<file path="src/rtl/hazard_scoreboard_pkg.sv">
// Shared pipeline definitions for the issue-stage hazard scoreboard:
// rollback-count width, register-index type and width helpers.
package hazard_scoreboard_pkg;

  localparam int DEFAULT_WAYS     = 4;
  localparam int DEFAULT_NUM_REGS = 32;

  localparam int ROLLBACK_WIDTH = $clog2(DEFAULT_WAYS + 1);
  localparam int RIDX_WIDTH     = $clog2(DEFAULT_NUM_REGS);

  typedef logic [RIDX_WIDTH-1:0] ridx_t;

  // Parametric forms used when a block is built with non-default sizes.
  function automatic int rollback_width(input int ways);
    return $clog2(ways + 1);
  endfunction

  function automatic int ridx_width(input int num_regs);
    return $clog2(num_regs);
  endfunction

endpackage

</file>
<file path="src/rtl/hz_way_check.sv">
// Dependency check for one issue way: blocked when a used nonzero source is
// busy with a pending load, or is written by a valid older way in the bundle.
module hz_way_check
  import hazard_scoreboard_pkg::*;
#(
  parameter int WAYS     = 4,
  parameter int NUM_REGS = 32,
  parameter int WAY      = 0
) (
  input  logic                                valid,
  input  logic [ridx_width(NUM_REGS)-1:0]     rs1,
  input  logic [ridx_width(NUM_REGS)-1:0]     rs2,
  input  logic                                rs1_used,
  input  logic                                rs2_used,
  input  logic [NUM_REGS-1:0]                 busy_mask,
  input  logic [WAYS-1:0]                     older_valid,
  input  logic [WAYS*ridx_width(NUM_REGS)-1:0] older_dest,
  output logic                                blocked
);

  localparam int RW = ridx_width(NUM_REGS);

  logic rs1_hit;
  logic rs2_hit;

  always_comb begin
    rs1_hit = rs1_used && (rs1 != '0) && busy_mask[rs1];
    rs2_hit = rs2_used && (rs2 != '0) && busy_mask[rs2];
    // Only ways below this one count; a nonzero dest match implies a nonzero source.
    for (int i = 0; i < WAYS; i++) begin
      if ((i < WAY) && older_valid[i] && (older_dest[i*RW +: RW] != '0)) begin
        if (rs1_used && (older_dest[i*RW +: RW] == rs1)) rs1_hit = 1'b1;
        if (rs2_used && (older_dest[i*RW +: RW] == rs2)) rs2_hit = 1'b1;
      end
    end
    blocked = valid && (rs1_hit || rs2_hit);
  end

endmodule

</file>
<file path="src/rtl/hazard_scoreboard.sv">
// Issue-stage hazard scoreboard: per-register load-latency counters, in-order
// acceptance up to the first blocked way. Stats gated by HAZARD_SCOREBOARD_STATS_EN.
module hazard_scoreboard
  import hazard_scoreboard_pkg::*;
#(
  parameter int WAYS     = 4,
  parameter int NUM_REGS = 32,
  parameter int LOAD_LAT = 1
) (
  input  logic                                 clock,
  input  logic                                 reset,
  input  logic [WAYS-1:0]                      id_valid,
  input  logic [WAYS*ridx_width(NUM_REGS)-1:0] id_rs1,
  input  logic [WAYS*ridx_width(NUM_REGS)-1:0] id_rs2,
  input  logic [WAYS-1:0]                      id_rs1_used,
  input  logic [WAYS-1:0]                      id_rs2_used,
  input  logic [WAYS*ridx_width(NUM_REGS)-1:0] id_dest,
  input  logic [WAYS-1:0]                      id_is_load,
  input  logic                                 stall,
  input  logic                                 flush,
  output logic [WAYS-1:0]                      issue_mask,
  output logic [rollback_width(WAYS)-1:0]      rollback,
  output logic [NUM_REGS-1:0]                  busy_mask,
  output logic [31:0]                          stat_stall_cycles,
  output logic [31:0]                          stat_rollbacks
);

  localparam int RW  = ridx_width(NUM_REGS);
  localparam int RBW = rollback_width(WAYS);
  localparam int CW  = $clog2(LOAD_LAT + 1);

  logic [CW-1:0]   cnt_q [NUM_REGS];
  logic [CW-1:0]   cnt_d [NUM_REGS];
  logic [WAYS-1:0] blocked;
  logic [WAYS-1:0] issue_c;
  logic [RBW-1:0]  rollback_c;
  logic            found;
  logic            open_c;

  always_comb begin
    for (int r = 0; r < NUM_REGS; r++) busy_mask[r] = (cnt_q[r] != '0);
  end

  for (genvar j = 0; j < WAYS; j++) begin : g_way
    hz_way_check #(
      .WAYS     (WAYS),
      .NUM_REGS (NUM_REGS),
      .WAY      (j)
    ) u_check (
      .valid       (id_valid[j]),
      .rs1         (id_rs1[j*RW +: RW]),
      .rs2         (id_rs2[j*RW +: RW]),
      .rs1_used    (id_rs1_used[j]),
      .rs2_used    (id_rs2_used[j]),
      .busy_mask   (busy_mask),
      .older_valid (id_valid),
      .older_dest  (id_dest),
      .blocked     (blocked[j])
    );
  end

  // Everything from the lowest blocked way upward is refetched.
  always_comb begin
    found      = 1'b0;
    issue_c    = '0;
    rollback_c = '0;
    for (int j = 0; j < WAYS; j++) begin
      if (!found) begin
        if (blocked[j]) begin
          found      = 1'b1;
          rollback_c = RBW'(WAYS - j);
        end else begin
          issue_c[j] = id_valid[j];
        end
      end
    end
  end

  assign open_c     = reset && !stall && !flush;
  assign issue_mask = open_c ? issue_c : '0;
  assign rollback   = open_c ? rollback_c : '0;

  // Ascending way order lets the youngest accepted writer of a register win.
  always_comb begin
    for (int r = 0; r < NUM_REGS; r++) begin
      cnt_d[r] = (cnt_q[r] != '0) ? cnt_q[r] - CW'(1) : '0;
    end
    if (flush) begin
      for (int r = 0; r < NUM_REGS; r++) cnt_d[r] = '0;
    end else begin
      for (int j = 0; j < WAYS; j++) begin
        if (issue_mask[j] && (id_dest[j*RW +: RW] != '0)) begin
          cnt_d[id_dest[j*RW +: RW]] = id_is_load[j] ? CW'(LOAD_LAT) : '0;
        end
      end
    end
    cnt_d[0] = '0;
  end

  always_ff @(posedge clock or negedge reset) begin
    if (!reset) begin
      for (int r = 0; r < NUM_REGS; r++) cnt_q[r] <= '0;
    end else begin
      cnt_q <= cnt_d;
    end
  end

`ifdef HAZARD_SCOREBOARD_STATS_EN
  logic [31:0] stat_stall_q, stat_stall_d;
  logic [31:0] stat_rb_q, stat_rb_d;

  always_comb begin
    stat_stall_d = stat_stall_q;
    stat_rb_d    = stat_rb_q;
    if ((rollback != '0) && !stall && !flush && (stat_stall_q != '1)) begin
      stat_stall_d = stat_stall_q + 32'd1;
    end
    if ((rollback != '0) && (stat_rb_q != '1)) begin
      stat_rb_d = stat_rb_q + 32'd1;
    end
  end

  always_ff @(posedge clock or negedge reset) begin
    if (!reset) begin
      stat_stall_q <= '0;
      stat_rb_q    <= '0;
    end else begin
      stat_stall_q <= stat_stall_d;
      stat_rb_q    <= stat_rb_d;
    end
  end

  assign stat_stall_cycles = stat_stall_q;
  assign stat_rollbacks    = stat_rb_q;
`else
  assign stat_stall_cycles = '0;
  assign stat_rollbacks    = '0;
`endif

endmodule

</file>
<file path="config.mk">
export PLATFORM = sky130hd
export DESIGN_NAME = hazard_scoreboard
export DESIGN_NICKNAME = d
export VERILOG_FILES = /design/src/rtl/hazard_scoreboard_pkg.sv /design/src/rtl/hz_way_check.sv /design/src/rtl/hazard_scoreboard.sv
export SDC_FILE = /design/constraint.sdc
export NUM_CORES = 1
export LEC_CHECK = 0
export CAP_MARGIN = 20
export CORE_ASPECT_RATIO = 1.1
export CORE_MARGIN = 3
export CORE_UTILIZATION = 40
export DETAILED_ROUTE_END_ITERATION = 12
export PLACE_DENSITY_LB_ADDON = 0.3
export SKIP_LAST_GASP = 1
export SYNTH_ARGS = -nofsm -noshare
export SYNTH_HDL_FRONTEND = slang
export SYNTH_SLANG_ARGS = --single-unit
export TNS_END_PERCENT = 100
</file>
<file path="constraint.sdc">
create_clock -name clock -period 2.94 [get_ports clock]
set_clock_uncertainty 0.1 [all_clocks]
set_input_delay 0.441 -clock clock [delete_from_list [all_inputs] [get_ports clock]]
set_output_delay 0.441 -clock clock [all_outputs]
set_load 0.02 [all_outputs]
</file>
## Word-level counts from Yosys, hierarchy flattened

Cells that the tools add are included.

| storage, ports and cells | value |
|---|---|
| bits in registers | 31 |
| output and inout bits | 103 |

| operators by class | value |
|---|---|
| equal/unequal tests | 12 |
| bitwise operators | 4 |
| order comparisons | 16 |
| $add $sub $neg | 31 |
| reduce and logical (&&, ||, !) cells | 63 |
| multiplexer cells | 116 |

Operators with widths:

| cell | count |
|---|---|
| 32-bit two-way mux | 6 |
| 32-bit bitwise mux | 4 |
| 1-bit two-way mux | 83 |
| 31-bit two-way mux | 2 |
| 5-bit equality test | 12 |
| 5-bit nonzero test | 12 |
| 5-bit by 6-bit < comparator with 1-bit output (second input constant) | 8 |
| 1-bit logical AND | 45 |
| 1-bit binary-select mux with 5-bit select | 8 |
| 1-bit subtractor (second input constant) | 31 |
| 6-bit >= comparator (second input constant) | 4 |
| 6-bit by 1-bit < comparator with 1-bit output (second input constant) | 4 |
| 3-bit two-way mux | 8 |
| 5-bit inverter with 6-bit output | 4 |
| 1-bit demux with 5-bit select | 4 |
| 1-bit logical OR | 4 |
| 4-bit two-way mux | 1 |
| 1-bit zero test | 2 |

## Depth between registers and ports, before layout

| depth | value |
|---|---|
| word-level depth | 26 |
| mapped depth | 13 |

## Hierarchy

Synthesis repeated with hierarchy kept, for this count alone.

| second synthesis, totals | value |
|---|---|
| cell total of the unflattened synthesis | 796 |
| area total of the unflattened synthesis | 6631.4 um2 |

Modules (own cells, without submodules):

| module | area an instance (um2) | seq. area each (um2) | instances | cells each |
|---|---|---|---|---|
| hazard_scoreboard | 3365.7 | 775.7 | 1 | 450 |
| hz_way_check (g_way[3].u_check) | 1052.3 | 0.0 | 1 | 132 |
| hz_way_check (g_way[2].u_check) | 852.1 | 0.0 | 1 | 92 |
| hz_way_check (g_way[1].u_check) | 777.0 | 0.0 | 1 | 74 |
| hz_way_check (g_way[0].u_check) | 584.3 | 0.0 | 1 | 48 |

## Least setup slack after synthesis

OpenSTA, ideal clock, no wires.

| timing path | value |
|---|---|
| path kind | input port to output port |
| start point | in id_rs2[10] |
| end point | out issue_mask[3] |
| arrival | 2.789 ns |
| data required time | 2.399 ns |
| slack | -0.390 ns |
| stages | 10 |
| buffers on the path | 3 |
| cell sequence | buf_6 mux4_2 mux2_2 a311oi_1 a31oi_1 o21ai_2 nand3_2 buf_2 buf_2 nor2_1 |

| on the way | value |
|---|---|
| cells in the longest elaborated chain, start to end | 13 |

RTL lines:

| element | line | RTL |
|---|---|---|
| start: declaration | hazard_scoreboard.sv:14 | `input logic [WAYS*ridx_width(NUM_REGS)-1:0] id_rs2,` |
| 1-bit binary-select mux with 5-bit select / 5-bit nonzero test (equally long branches) | hz_way_check.sv:28 | `rs2_hit = rs2_used && (rs2 != '0) && busy_mask[rs2];` |
| 1-bit two-way mux (not written as such) / 1-bit logical AND (equally long branches) | hz_way_check.sv:28 |  |
| 1-bit logical AND | hz_way_check.sv:28 |  |
| 1-bit two-way mux | hz_way_check.sv:33 | `if (rs2_used && (older_dest[i*RW +: RW] == rs2)) rs2_hit = 1'b1;` |
| 1-bit two-way mux | hz_way_check.sv:31 | `if ((i < WAY) && older_valid[i] && (older_dest[i*RW +: RW] != '0)) begin` |
| 1-bit two-way mux | hz_way_check.sv:33 |  |
| 1-bit two-way mux (*) | hz_way_check.sv:31 |  |
| 1-bit logical OR (*) | hz_way_check.sv:36 | `blocked = valid && (rs1_hit \|\| rs2_hit);` |
| 1-bit logical AND (*) | hz_way_check.sv:36 |  |
| 1-bit two-way mux (*) | hazard_scoreboard.sv:69 | `if (blocked[j]) begin` |
| 1-bit two-way mux (*) (2 in a row) | hazard_scoreboard.sv:68 | `if (!found) begin` |
| 4-bit two-way mux (*) | hazard_scoreboard.sv:80 | `assign issue_mask = open_c ? issue_c : '0;` |
| end: declaration | hazard_scoreboard.sv:21 | `output logic [WAYS-1:0] issue_mask,` |

Every way passes the cells marked *; elsewhere a longest branch is shown, timed or not. The select of a mux whose other input is x is not followed.

==> results.json <==
{
  "status": "finished, violations left",
  "violations": "setup timing",
  "worstPathCellList": "buf_6 -> mux4_2 -> mux2i_1 -> a32oi_1 -> a22o_1 -> buf_6 -> o21a_4 -> buf_12 -> nor4_4 -> nor3b_4 -> buf_6 -> a22o_1 -> mux2i_1",
  "rr_endpoint": "busy_mask[27]$_DFF_PN0_",
  "die_h_um": 146,
  "synth_fa_ha_area_frac": 0,
  "ys_seq_area_frac": 0.109,
  "grt_antenna_before_repair": 0,
  "fp-row-count": 50,
  "critical-path-top-delay-family": "compound AO/OA/AOI/OAI gates",
  "synth_common_cells": "buf_4, mux2i_1, nand4_1",
  "synth_flop_cell": "dfrtp_1",
  "period_share": 1.18,
  "worstSetupPathDepth": 13,
  "synthesis.area_sq_um": 7110,
  "synth_edf_count": 0,
  "period_needed_ns": 3.47,
  "hold_ws_ns": 0.707,
  "hold_viol": 0,
  "crit_fanout": 5,
  "crit_end": "busy_mask[27]$_DFF_PN0_",
  "synth_top_area_share": 0.139,
  "drtAntennaViolNets": 0,
  "cts_buffer_depth": 2,
  "cts-root-buf": "clkbuf_16",
  "htreeDepth": 2,
  "synth.most_common_cell": "buf_4",
  "worst_r2r_path_depth": 13,
  "worstSetupPathType": "register to register",
  "num_antenna_cells": 0,
  "crit_top_cell": "buf_6",
  "yosys_warnings": 0,
  "maxCapViolations": 0,
  "cts_tree": "done",
  "wl_mm": 32.2,
  "p_leak_nw": 4.85,
  "cp.arrival_ns": 3.50,
  "dp_hpwl_mm": 24.3,
  "yosys.area_share.simple": 0.273,
  "vias": 8947,
  "cts_sinks": 31,
  "avgViaCountPerCell": 6.21,
  "grt_pass1_wl_mm": 48.4,
  "largest_reg_flops": 31,
  "boundaryPins": 183,
  "synth_compound_area_frac": 0.150,
  "setup_viol": 37,
  "synth.distinct_cells": 84,
  "timing.fmax_mhz": 288,
  "portBuffers": 117,
  "critPathCaptureType": "register",
  "dieArea_sq_um": 19400,
  "cp_num_buf_inv": 4,
  "postLayoutCoreUtil": 0.661,
  "crit_start": "busy_mask[18]$_DFF_PN0_",
  "grt_max_degree": 32,
  "yosysTopAreaCell": "mux4_2",
  "synth_top_family_by_area": "simple AND/OR/NAND/NOR gates",
  "core_sq_um": 17200,
  "slowest_stage": "dfrtp_1",
  "wl_per_cell_um": 22.4,
  "rrSetupSlack_ns": -0.53,
  "max_stage_delay_ns": 0.44,
  "timing.final.ws_setup_ns": -0.528,
  "die_width_um": 133,
  "clkTransAtPathRegs_ns": 0.05,
  "place_congestion": 1.05,
  "nNetsFinal": 1285,
  "synth-async-reset-ratio": 1.00,
  "timing.final.max_slew_violations": 0,
  "grt_pass1_vias": 8573,
  "start_util": 0.413,
  "clk-insertion-delay-late_ns": 0.27,
  "track_usage": 0.314,
  "synth_area_per_cell_sq_um": 8.42,
  "cts_hold_buffers": 0,
  "drive_gt1_frac": 0.432,
  "maxSlewHeadroom": 0.521,
  "area_growth_pct": 60.0,
  "r2r_start": "busy_mask[18]$_DFF_PN0_",
  "cts_buffers": 5,
  "worst_pin_slew_ns": 0.717,
  "fin_setup_tns_ns": -14.24,
  "drc_errors": 0,
  "firstDrtPassIters": 5,
  "synth-xor-area-share": 0.0739,
  "power_density_nw_per_um2": 179,
  "crit_path_start_kind": "register",
  "ys_top_cells_by_area": "mux4_2, dfrtp_1, mux2i_1",
  "first_iter_violations": 1114,
  "worstHoldPathType": "input port to asynchronous set/reset pin",
  "rsz0062_at_grt": "yes",
  "ys_seq_elements": 31,
  "ir_drop_mv": 0.195,
  "grt_overflow": 0,
  "synth.area.mux_share": 0.259,
  "synth_cells": 844,
  "crit_required_ns": 2.97
}
[worst min path at each step]
stage | start | endpoint | slack, ns | cells past startpoint
floorplan | reset | busy_mask[10]$_DFF_PN0_ | 0.05 | 0
global placement | reset | busy_mask[22]$_DFF_PN0_ | 1.02 | 3
detailed placement | reset | busy_mask[18]$_DFF_PN0_ | 0.99 | 3
CTS | reset | busy_mask[18]$_DFF_PN0_ | 0.70 | 3
global route | reset | busy_mask[18]$_DFF_PN0_ | 0.73 | 3
finish | reset | busy_mask[18]$_DFF_PN0_ | 0.71 | 3
[final cells by class]
type                       count  area [sq um]
clock inverter                 3          15.0
tap                          234           293
timing repair buffer         438          3880
clock buffer                   5           125
fill                        1357          5830
multi-input combinational    711          6190
sequential                    31           801
inverter                      18          67.6
[cells in the final DEF (no fill, tap or decap), types with 9 or more instances in the layout]
cell type        instances
xor2_1                  35
nor4_1                  23
buf_12                  11
nor2_1                  41
mux4_2                  47
nand3b_1                13
nand3_1                 40
nor3b_1                 13
o32ai_1                 14
a21oi_1                 10
dfrtp_1                 11
nand2_1                 26
buf_4                  262
conb_1                  65
nand4_1                 53
nor2b_1                 11
buf_6                   52
nor3_1                  19
xnor2_1                 25
dfrtp_2                 20
clkdlybuf4s50_1         79
inv_1                   18
mux2_2                  13
dlygate4sd2_1           26
mux2i_1                 51
a31oi_1                  9
[cell families after synthesis]
family | Yosys count
multiplexers | 120
AND/OR/NAND/NOR | 329
other | 1
flip-flops | 31
XOR/XNOR | 60
AO/OA/AOI/OAI | 137
buffers and inverters | 166
[worst reg2reg max path, stage by stage (launching register included)]
cell and delay (ns):
dfrtp_1 0.44, buf_6 0.16, mux4_2 0.44, mux2i_1 0.15
a32oi_1 0.08, a22o_1 0.32, buf_6 0.14, o21a_4 0.21
buf_12 0.13, nor4_4 0.36, nor3b_4 0.38, buf_6 0.17
a22o_1 0.15, mux2i_1 0.10
[power breakdown]
part           internal (mW)  switching (mW)  total [mW]
Combinational          0.512           0.619        1.13
Sequential             0.429         0.00306       0.432
Clock                  0.307           0.164       0.471
[routing by layer]
| metal | wire, um | global-route usage | vias up |
|---|---|---|---|
| met5 | 0 | 0 | - |
| met4 | 2210 | 0.178 | 0 |
| met3 | 3070 | 0.0484 | 171 |
| met2 | 15300 | 0.525 | 669 |
| met1 | 11600 | 0.383 | 4253 |
| li1 | - | - | 3854 |
[metrics by stage]
stage / std cells / setup slack (ns) / total power, mW / area, sq um
3_5_place_dp: 1368 / -1.20 / 1.40 / 10000
4_1_cts: 1428 / -0.343 / 1.97 / 11100
3_3_place_gp: 1368 / -1.14 / 1.39 / 10000
2_1_floorplan: 908 / -0.101 / 1.04 / 7510
6_report: 1440 / -0.528 / 2.03 / 11400
5_1_grt: 1440 / -0.586 / 2.12 / 11400
[timing repair]
item | 4_1_cts | 5_1_grt
setup buffers | 51 | 12
gates resized for setup | 210 | 50
hold endpoints to repair | 0 | 0
setup endpoints to repair | 38 | 38
cloned | 1 | 0
pin swaps | 57 | 31
No activity file was read; power rests on OpenSTA's default activity.
